### config.mk
export PLATFORM = sky130hd
export DESIGN_NAME = alu_mc
export DESIGN_NICKNAME = d
export VERILOG_FILES = /design/src/rtl/alu_pkg.sv /design/src/rtl/alu_div.sv /design/src/rtl/alu_mc.sv
export SDC_FILE = /design/constraint.sdc
export NUM_CORES = 2
export LEC_CHECK = 0
export BUFFER_PORTS_ARGS = -buffer_cell sky130_fd_sc_hd__clkbuf_2
export CAP_MARGIN = 20
export CORE_MARGIN = 3
export CORE_UTILIZATION = 30
export DETAILED_ROUTE_END_ITERATION = 12
export GPL_ROUTABILITY_DRIVEN = 1
export PLACE_DENSITY = 0.57
export SYNTH_ARGS = -nofsm -noshare
export SYNTH_HDL_FRONTEND = slang
export SYNTH_SLANG_ARGS = --single-unit
### constraint.sdc
create_clock -name clk_i -period 7.94 [get_ports clk_i]
set_input_delay 1.191 -clock clk_i [delete_from_list [all_inputs] [get_ports clk_i]]
set_output_delay 1.191 -clock clk_i [all_outputs]
set_load 0.03 [all_outputs]
### src/rtl/alu_pkg.sv
`default_nettype none
// ============================================================================
// Module      : alu_pkg
// Description : Opcode and FSM state encodings shared by the multi-cycle ALU.
// Revision    : 1.0 - initial release
// ============================================================================
package alu_pkg;

   typedef enum logic [2:0] {
      OP_ADD = 3'd0,
      OP_SUB = 3'd1,
      OP_MUL = 3'd2,
      OP_DIV = 3'd3,
      OP_REM = 3'd4,
      OP_AND = 3'd5,
      OP_OR  = 3'd6,
      OP_XOR = 3'd7
   } op_e;

   typedef enum logic [1:0] {
      ST_IDLE = 2'd0,
      ST_BUSY = 2'd1,
      ST_DONE = 2'd2
   } state_e;

endpackage
`default_nettype wire

### src/rtl/alu_div.sv
`default_nettype none
// ============================================================================
// Module      : alu_div
// Description : Unsigned restoring divider, one quotient bit per cycle.
// Revision    : 1.0 - initial release
// ============================================================================
module alu_div #(
   parameter int WIDTH = 32
) (
   input  logic             clk,
   input  logic             rst_n,
   input  logic             i_start,
   input  logic [WIDTH-1:0] i_dividend,
   input  logic [WIDTH-1:0] i_divisor,
   output logic             o_done,
   output logic [WIDTH-1:0] o_quotient,
   output logic [WIDTH-1:0] o_remainder
);

   localparam int CNT_W = $clog2(WIDTH);

   logic [CNT_W-1:0] r_cnt;
   logic             r_busy;
   logic [WIDTH-1:0] r_rem;
   logic [WIDTH-1:0] r_quo;
   logic [WIDTH-1:0] r_dvs;
   logic [WIDTH:0]   w_trial;
   logic [WIDTH-1:0] w_rem_nxt;
   logic [WIDTH-1:0] w_quo_nxt;

   // Trial subtraction on the shifted partial remainder; the borrow bit decides restore.
   always_comb begin
      w_trial = {r_rem, r_quo[WIDTH-1]} - {1'b0, r_dvs};
      if (w_trial[WIDTH]) begin
         w_rem_nxt = {r_rem[WIDTH-2:0], r_quo[WIDTH-1]};
         w_quo_nxt = {r_quo[WIDTH-2:0], 1'b0};
      end else begin
         w_rem_nxt = w_trial[WIDTH-1:0];
         w_quo_nxt = {r_quo[WIDTH-2:0], 1'b1};
      end
   end

   // Done is flagged during the last step so the parent captures on the same edge.
   assign o_done      = r_busy && (r_cnt == CNT_W'(WIDTH - 1));
   assign o_quotient  = w_quo_nxt;
   assign o_remainder = w_rem_nxt;

   always_ff @(posedge clk or negedge rst_n) begin
      if (!rst_n) begin
         r_cnt  <= '0;
         r_busy <= 1'b0;
         r_rem  <= '0;
         r_quo  <= '0;
         r_dvs  <= '0;
      end else if (i_start) begin
         r_cnt  <= '0;
         r_busy <= 1'b1;
         r_rem  <= '0;
         r_quo  <= i_dividend;
         r_dvs  <= i_divisor;
      end else if (r_busy) begin
         r_rem  <= w_rem_nxt;
         r_quo  <= w_quo_nxt;
         r_cnt  <= r_cnt + CNT_W'(1);
         if (o_done) begin
            r_busy <= 1'b0;
         end
      end
   end

endmodule
`default_nettype wire

### src/rtl/alu_mc.sv
`default_nettype none
// ============================================================================
// Module      : alu_mc
// Description : Valid/ready ALU; single-cycle ops plus iterative DIV/REM.
// Revision    : 1.0 - initial release
// ============================================================================
module alu_mc
   import alu_pkg::*;
#(
   parameter int WIDTH = 32
) (
   input  logic             clk_i,
   input  logic             rst_i,
   input  logic             valid_i,
   output logic             ready_o,
   input  logic [WIDTH-1:0] operand_a,
   input  logic [WIDTH-1:0] operand_b,
   input  logic [2:0]       operation,
   output logic             valid_o,
   input  logic             ready_i,
   output logic [WIDTH-1:0] result,
   output logic             zero_o,
   output logic             err_o
);

   state_e           r_state;
   state_e           w_state_nxt;
   op_e              r_op;
   op_e              w_op;
   logic [WIDTH-1:0] r_result;
   logic [WIDTH-1:0] w_result_nxt;
   logic             r_zero;
   logic             w_zero_nxt;
   logic             r_err;
   logic             w_err_nxt;
   logic [WIDTH-1:0] w_alu;
   logic             w_alu_err;
   logic             w_accept;
   logic             w_retire;
   logic             w_start;
   logic             w_div_done;
   logic [WIDTH-1:0] w_quo;
   logic [WIDTH-1:0] w_rem;

   assign w_op     = op_e'(operation);
   assign ready_o  = (r_state == ST_IDLE) || ((r_state == ST_DONE) && ready_i);
   assign valid_o  = (r_state == ST_DONE);
   assign w_accept = valid_i && ready_o;
   assign w_retire = valid_o && ready_i;
   assign w_start  = w_accept && ((w_op == OP_DIV) || (w_op == OP_REM)) && (operand_b != '0);
   assign result   = r_result;
   assign zero_o   = r_zero;
   assign err_o    = r_err;

   // Single-cycle result; DIV/REM entries only matter for the divide-by-zero case.
   always_comb begin
      w_alu     = '0;
      w_alu_err = 1'b0;
      case (w_op)
         OP_ADD: w_alu = operand_a + operand_b;
         OP_SUB: w_alu = operand_a - operand_b;
         OP_MUL: w_alu = operand_a * operand_b;
         OP_DIV: begin
            w_alu     = '1;
            w_alu_err = 1'b1;
         end
         OP_REM: begin
            w_alu     = operand_a;
            w_alu_err = 1'b1;
         end
         OP_AND: w_alu = operand_a & operand_b;
         OP_OR:  w_alu = operand_a | operand_b;
         OP_XOR: w_alu = operand_a ^ operand_b;
         default: w_alu = '0;
      endcase
   end

   always_comb begin
      w_state_nxt  = r_state;
      w_result_nxt = r_result;
      w_zero_nxt   = r_zero;
      w_err_nxt    = r_err;
      case (r_state)
         ST_IDLE, ST_DONE: begin
            if (w_accept) begin
               if (w_start) begin
                  w_state_nxt = ST_BUSY;
               end else begin
                  w_state_nxt  = ST_DONE;
                  w_result_nxt = w_alu;
                  w_zero_nxt   = (w_alu == '0);
                  w_err_nxt    = w_alu_err;
               end
            end else if (w_retire) begin
               w_state_nxt = ST_IDLE;
            end
         end
         ST_BUSY: begin
            if (w_div_done) begin
               w_state_nxt  = ST_DONE;
               w_result_nxt = (r_op == OP_DIV) ? w_quo : w_rem;
               w_zero_nxt   = (((r_op == OP_DIV) ? w_quo : w_rem) == '0);
               w_err_nxt    = 1'b0;
            end
         end
         default: w_state_nxt = ST_IDLE;
      endcase
   end

   always_ff @(posedge clk_i or negedge rst_i) begin
      if (!rst_i) begin
         r_state  <= ST_IDLE;
         r_op     <= OP_ADD;
         r_result <= '0;
         r_zero   <= 1'b0;
         r_err    <= 1'b0;
      end else begin
         r_state  <= w_state_nxt;
         r_result <= w_result_nxt;
         r_zero   <= w_zero_nxt;
         r_err    <= w_err_nxt;
         if (w_accept) begin
            r_op <= w_op;
         end
      end
   end

   alu_div #(
      .WIDTH (WIDTH)
   ) u_div (
      .clk         (clk_i),
      .rst_n       (rst_i),
      .i_start     (w_start),
      .i_dividend  (operand_a),
      .i_divisor   (operand_b),
      .o_done      (w_div_done),
      .o_quotient  (w_quo),
      .o_remainder (w_rem)
   );

endmodule
`default_nettype wire

Word level (Yosys, flattened, before mapping)
Cells that the tools add are included.
{ "classes": {"n_addsub": 4, "eq_ne": 15, "n_reduce_logical": 18, "n_mux": 31, "multipliers": 1, "bitwise_logic": 3} }
{ "ops": {"columns": ["operator", "count"], "rows": [
  ["2-to-1 mux 32 bit", 9],
  ["one-hot mux 32 bit (8 select lines)", 1],
  ["logical NOT 32 bit", 2],
  ["one-hot mux 32 bit (2 select lines)", 1],
  ["subtractor 33 x 32 -> 33 bit", 1],
  ["adder 32 bit", 1],
  ["bitwise AND 32 bit", 1],
  ["multiplier 32 x 32 -> 32 bit", 1],
  ["bitwise OR 32 bit", 1],
  ["nonzero test 32 bit", 1],
  ["subtractor 32 bit", 1],
  ["bitwise XOR 32 bit", 1],
  ["== test 3 bit, second input constant", 4],
  ["2-to-1 mux 1 bit", 11],
  ["2-to-1 mux 5 bit", 2],
  ["== test 3 x 2 -> 1 bit, second input constant", 3],
  ["2-to-1 mux 2 bit", 4],
  ["adder 5 x 1 -> 5 bit, second input constant", 1],
  ["== test 5 bit, second input constant", 1],
  ["logical AND 1 bit", 5],
  ["inequality test 2 bit, second input constant", 2],
  ["one-hot mux 1 bit (2 select lines)", 2],
  ["one-hot mux 2 bit (2 select lines)", 1],
  ["AND reduction 4 bit", 1],
  ["11 further kinds", 14]
]} }
{ "word_totals": {"in_bits": 71, "regBits": 141} }

Longest topological paths before layout
{ "logic_depth": {"word_depth": 9, "mapped_depth": 32, "depth_no_buf": 29} }

Cells and area by module
Synthesis repeated with hierarchy kept, for this count alone.
{ "unflattened": {"hier_cells": 3536, "hier_area_um2": 29134.2} }
{ "by_module_without_submodules": {"columns": ["mod", "n_inst", "seq_area_each_um2", "cells_each", "area_per_inst_um2"], "rows": [
  ["alu_mc", 1, 975.9, 2749, 22384.0],
  ["alu_div", 1, 2552.4, 787, 6750.2]
]} }

Worst setup path before layout
OpenSTA, ideal clock, no wires.
{ "synth_path": {"path_type": "input-to-reg", "from": "input operand_b[3]", "to": "register r_zero, in the netlist zero_o", "path_slack_ps": -1098, "cell_stages": 29, "setup_time_ps": 69, "arrival_time_ps": 8969, "path_buffers": 2, "required_ps": 7871, "cell_sequence": "clkbuf_1 > inv_1 > buf_1 > nor2_1 > fa_1 > inv_1 > fa_1 > fa_1 > fa_1 > inv_1 > fa_1 > inv_1 > fa_1 > inv_1 > fa_1 > fa_1 > ha_1 > o21a_1 > a211oi_2 > o221ai_2 > a221oi_2 > mux2i_1 > or2_1 > a31o_1 > or4_1 > or4b_1 > nor4_1 > nand3_1 > nand3_1"} }
{ "synth_via": {"elab_chain_len": 6} }
{ "synth_lines": {"columns": ["item", "line_no", "source"], "rows": [
  ["start, declared", "alu_mc.sv:17", "input logic [WIDTH-1:0] operand_b,"],
  ["multiplier 32 x 32 -> 32 bit, or another cell as far along", "alu_mc.sv:62", "OP_MUL: w_alu = operand_a * operand_b;"],
  ["one-hot mux 32 bit (8 select lines)", "alu_mc.sv:59", "case (w_op)"],
  ["logical NOT 32 bit", "alu_mc.sv:91", "w_zero_nxt = (w_alu == '0);"],
  ["2-to-1 mux 1 bit", "alu_mc.sv:86", "if (w_start) begin"],
  ["2-to-1 mux 1 bit", "alu_mc.sv:85", "if (w_accept) begin"],
  ["one-hot mux 1 bit (2 select lines)", "alu_mc.sv:83", "case (r_state)"],
  ["end signal, assigned", "alu_mc.sv:120", "r_zero <= w_zero_nxt;"],
  ["end, declared", "alu_mc.sv:32", "logic r_zero;"]
]} }
Several ways; a longest one is shown, not always the timed one. The select of a mux whose other input is x is not followed.
A chain may end at the register's enable or synchronous reset.

Final worst setup path
{ "layout_path": {"from": "input operand_b[2]", "to": "register r_zero, in the netlist zero_o"} }
The elaborated chain is that of the path after synthesis.

==> flow_summary_export.csv <==
group,metric,value,unit
setup_path,r2r-start,"u_div.r_quo[31]$_DFFE_PN0P_",
die,rows,113,
cts,insertion_delay,0.43,ns
drt,routed_wl,121500,um
global_route,gr-usage-met1,0.3455,
global_route,use_met2,0.3634,
synth,synth-edff-count,0,
hold_path,min_to,"result[7]$_DFFE_PN0P_",
hold_path,whs_path_depth,2,
synth,syn_nets,4259,
drt,routed_via_density,5.339,
global_route,antenna_found_initial,11,
global_route,grt_usage,0.2413,
drt,drc,0,
sta,tns,-0.9569,ns
setup_path,r2r_slack,2.79,ns
sta,rsz0062_at_grt,"true",
setup_path,critical_path.max_fanout,4,
drt,drt_iter0_markers,3167,
cts,cts_buffers,17,
final_layout,multi_input_comb_area,23320,um^2
setup_path,end_kind,"flip-flop",
sta,slew-limit-headroom,0.1655,
job,cap_violations,0,
sta,worst_slack,-0.4940,ns
sta,fin_worst_skew,0.01651,ns
setup_path,reg2reg_to,"zero_o$_DFFE_PN0P_",
synth,async_reset_ff_frac,1.000,
die,start_util,0.3035,
cts,cts_tree,"built",
setup_path,critPathSlowestCell,"fa_1",
cts,htreeDepth,4,
synth,yosysSeqAreaShare,0.1220,
synth,synth_area,28920,um^2
global_route,met3_usage,0.04555,
cts,clk_path_buf_depth,2,
global_route,grt_pass1_wl,179700,um
die,fp.dieArea,100200,um^2
synth,syn_inst,3525,
global_route,grt_max_degree,108,
sta,worst_pin_slew,1.249,ns
sta,hold_viol_final,0,
final_layout,layout_commonest_cell,"inv_1",
synth,ys_warn_count,0,
synth,ys_ff_latch,141,
sta,finalCriticalPeriod,8.434,ns
place,port_buffers,106,
setup_path,arrival,8.80,ns
place,place_congestion,1.009,
cts,root_buffer,"clkbuf_16",
setup_path,crit_path_frequent_cell,"fa_1",
synth,ys_types,92,
global_route,grt_overflow,0,
setup_path,crit_type,"primary input to flip-flop",
outcome,failed_checks,"setup timing",
die,core,95290,um^2
setup_path,cpPeakStageDelay,0.61,ns
setup_path,cp-start-kind,"primary input",
setup_path,r2r_cells,17,
place,dpl.cell_count,5092,
drt,via_count,27510,
place,hpwlAfterDp,98910,um
final_layout,instances_no_fill,5153,
sta,fmax,118.6,MHz
hold_path,worstHoldStart,"result[7]$_DFFE_PN0P_",
synth,avgSynthCellArea,8.205,um^2
final_layout,layout_common_cells,"inv_1 (453), nand2_1 (435), nor2_1 (417)",
drt,ant_nets,0,
final_layout,seq_area,3532,um^2
hold_path,hold_path_class,"flip-flop to flip-flop",
drt,first_pass_iters,6,
setup_path,required,8.30,ns
synth,ys.flop_type,"dfrtp_1",
sta,finalSetupViolCount,5,
cts,clkTransAtPathRegs,0.08,ns
global_route,busiest_layer,"met2",
die,io-pin-count,107,
die,die_h,316.5,um
sta,finalMaxSlewViolations,0,
cts,cts_num_sinks,141,
sta,fin_crit_sh,1.062,
final_layout,syn_to_final_growth,21.40,%
final_layout,fillers,9956,
die,die_width,316.5,um
final_layout,num-nets-final,4605,
global_route,grt_pass1_vias,27380,
drt,wl_per_cell,23.58,um
outcome,status,"finished, violations left",
final_layout,drive_gt1_frac,0.1995,
per-stage QoR:
stage | area [um^2] | hold slack, ns | worst slack, ns | util
finish | 35110 | 0.4733 | -0.4940 | 0.3685
global placement | 33460 | 0.4563 | -1.095 | 0.3511
detailed placement | 33460 | 0.4615 | -1.109 | 0.3511
global route | 35100 | 0.5102 | -0.7064 | 0.3684
floorplan | 29200 | 0.4497 | -0.5310 | -
CTS | 34620 | 0.4784 | -0.4456 | 0.3633
layer usage:
layer  part of all wire  vias up
li1                   -    12220
met2               0.43     1355
met5            0.00041        -
met1               0.42    13680
met3               0.10      253
met4              0.043        8
cells by family (layout without fill, tap and decap cells):
| logic type | count (synthesis) | count (layout) | share of synthesized area |
|---|---|---|---|
| DFF | 141 | 141 | 0.1220 |
| other | 0 | 4 | 0 |
| xor gates and xnor gates | 137 | 137 | 0.04196 |
| AOI/OAI and AO/OA | 657 | 657 | 0.1479 |
| adders and majority gates | 663 | 663 | 0.3932 |
| muxes | 96 | 96 | 0.03513 |
| buffers and inverters | 710 | 1069 | 0.09374 |
| and+or+nand+nor | 1121 | 1121 | 0.1660 |
synth_stat cells, types with 21 or more instances:
cell	instances	area [um^2]
inv_1	483	1813
nor2_1	457	1715
nand2_1	437	1640
fa_1	410	8208
ha_1	253	3166
o21ai_0	204	1021
clkbuf_1	168	630.6
dfrtp_1	141	3528
a21oi_1	119	595.6
xnor2_1	105	919.6
mux2i_1	79	790.8
a211oi_1	44	330.3
o22ai_1	35	219.0
a21o_1	32	240.2
nor3_1	32	160.2
xor2_1	31	271.5
nand3_1	29	145.1
o211ai_1	29	217.7
a31oi_1	22	137.6
buf_1	21	78.83
worst max path at each step:
stage,cells after the start,from,endpoint
detailed placement,28,operand_a[4],zero_o$_DFFE_PN0P_
global route,29,operand_b[2],zero_o$_DFFE_PN0P_
finish,29,operand_b[2],zero_o$_DFFE_PN0P_
CTS,29,operand_b[2],zero_o$_DFFE_PN0P_
global placement,28,operand_b[10],zero_o$_DFFE_PN0P_
floorplan,29,operand_b[5],zero_o$_DFFE_PN0P_
registers in the layout (all words and copies together), names as in the netlist:
name / cells
u_div.r_quo: 32
u_div.r_rem: 32
u_div.r_busy: 1
u_div.r_cnt: 5
r_op: 3
zero_o: 1
err_o: 1
u_div.r_dvs: 32
result: 32
r_state: 2
layout make-up:
cell class                 count  area share
clock inverter                15    0.005345
antenna                        4   0.0002851
tap                         1265     0.04508
multi-input combinational   2674      0.6642
sequential                   141      0.1006
clock buffer                  17     0.01212
timing repair buffer         533      0.1163
inverter                     504     0.05609
timing repair:
action	CTS	global route
endpoints found under the setup margin	8	10
hold buffers	0	0
pin swaps	49	62
gates cloned	0	0
setup buffers	13	18
resized for setup	115	127
worst max-delay path: cells and delay by family:
kind / cells / cell delay, ns
muxes: 1 / 0.11
buffers and inverters: 7 / 0.44
AOI/OAI and AO/OA: 5 / 1.06
adders and majority gates: 9 / 4.34
and+or+nand+nor: 7 / 1.63
Power is not shown: default switching activity piles up to over one toggle a cycle in this logic, so the estimate is an artifact.
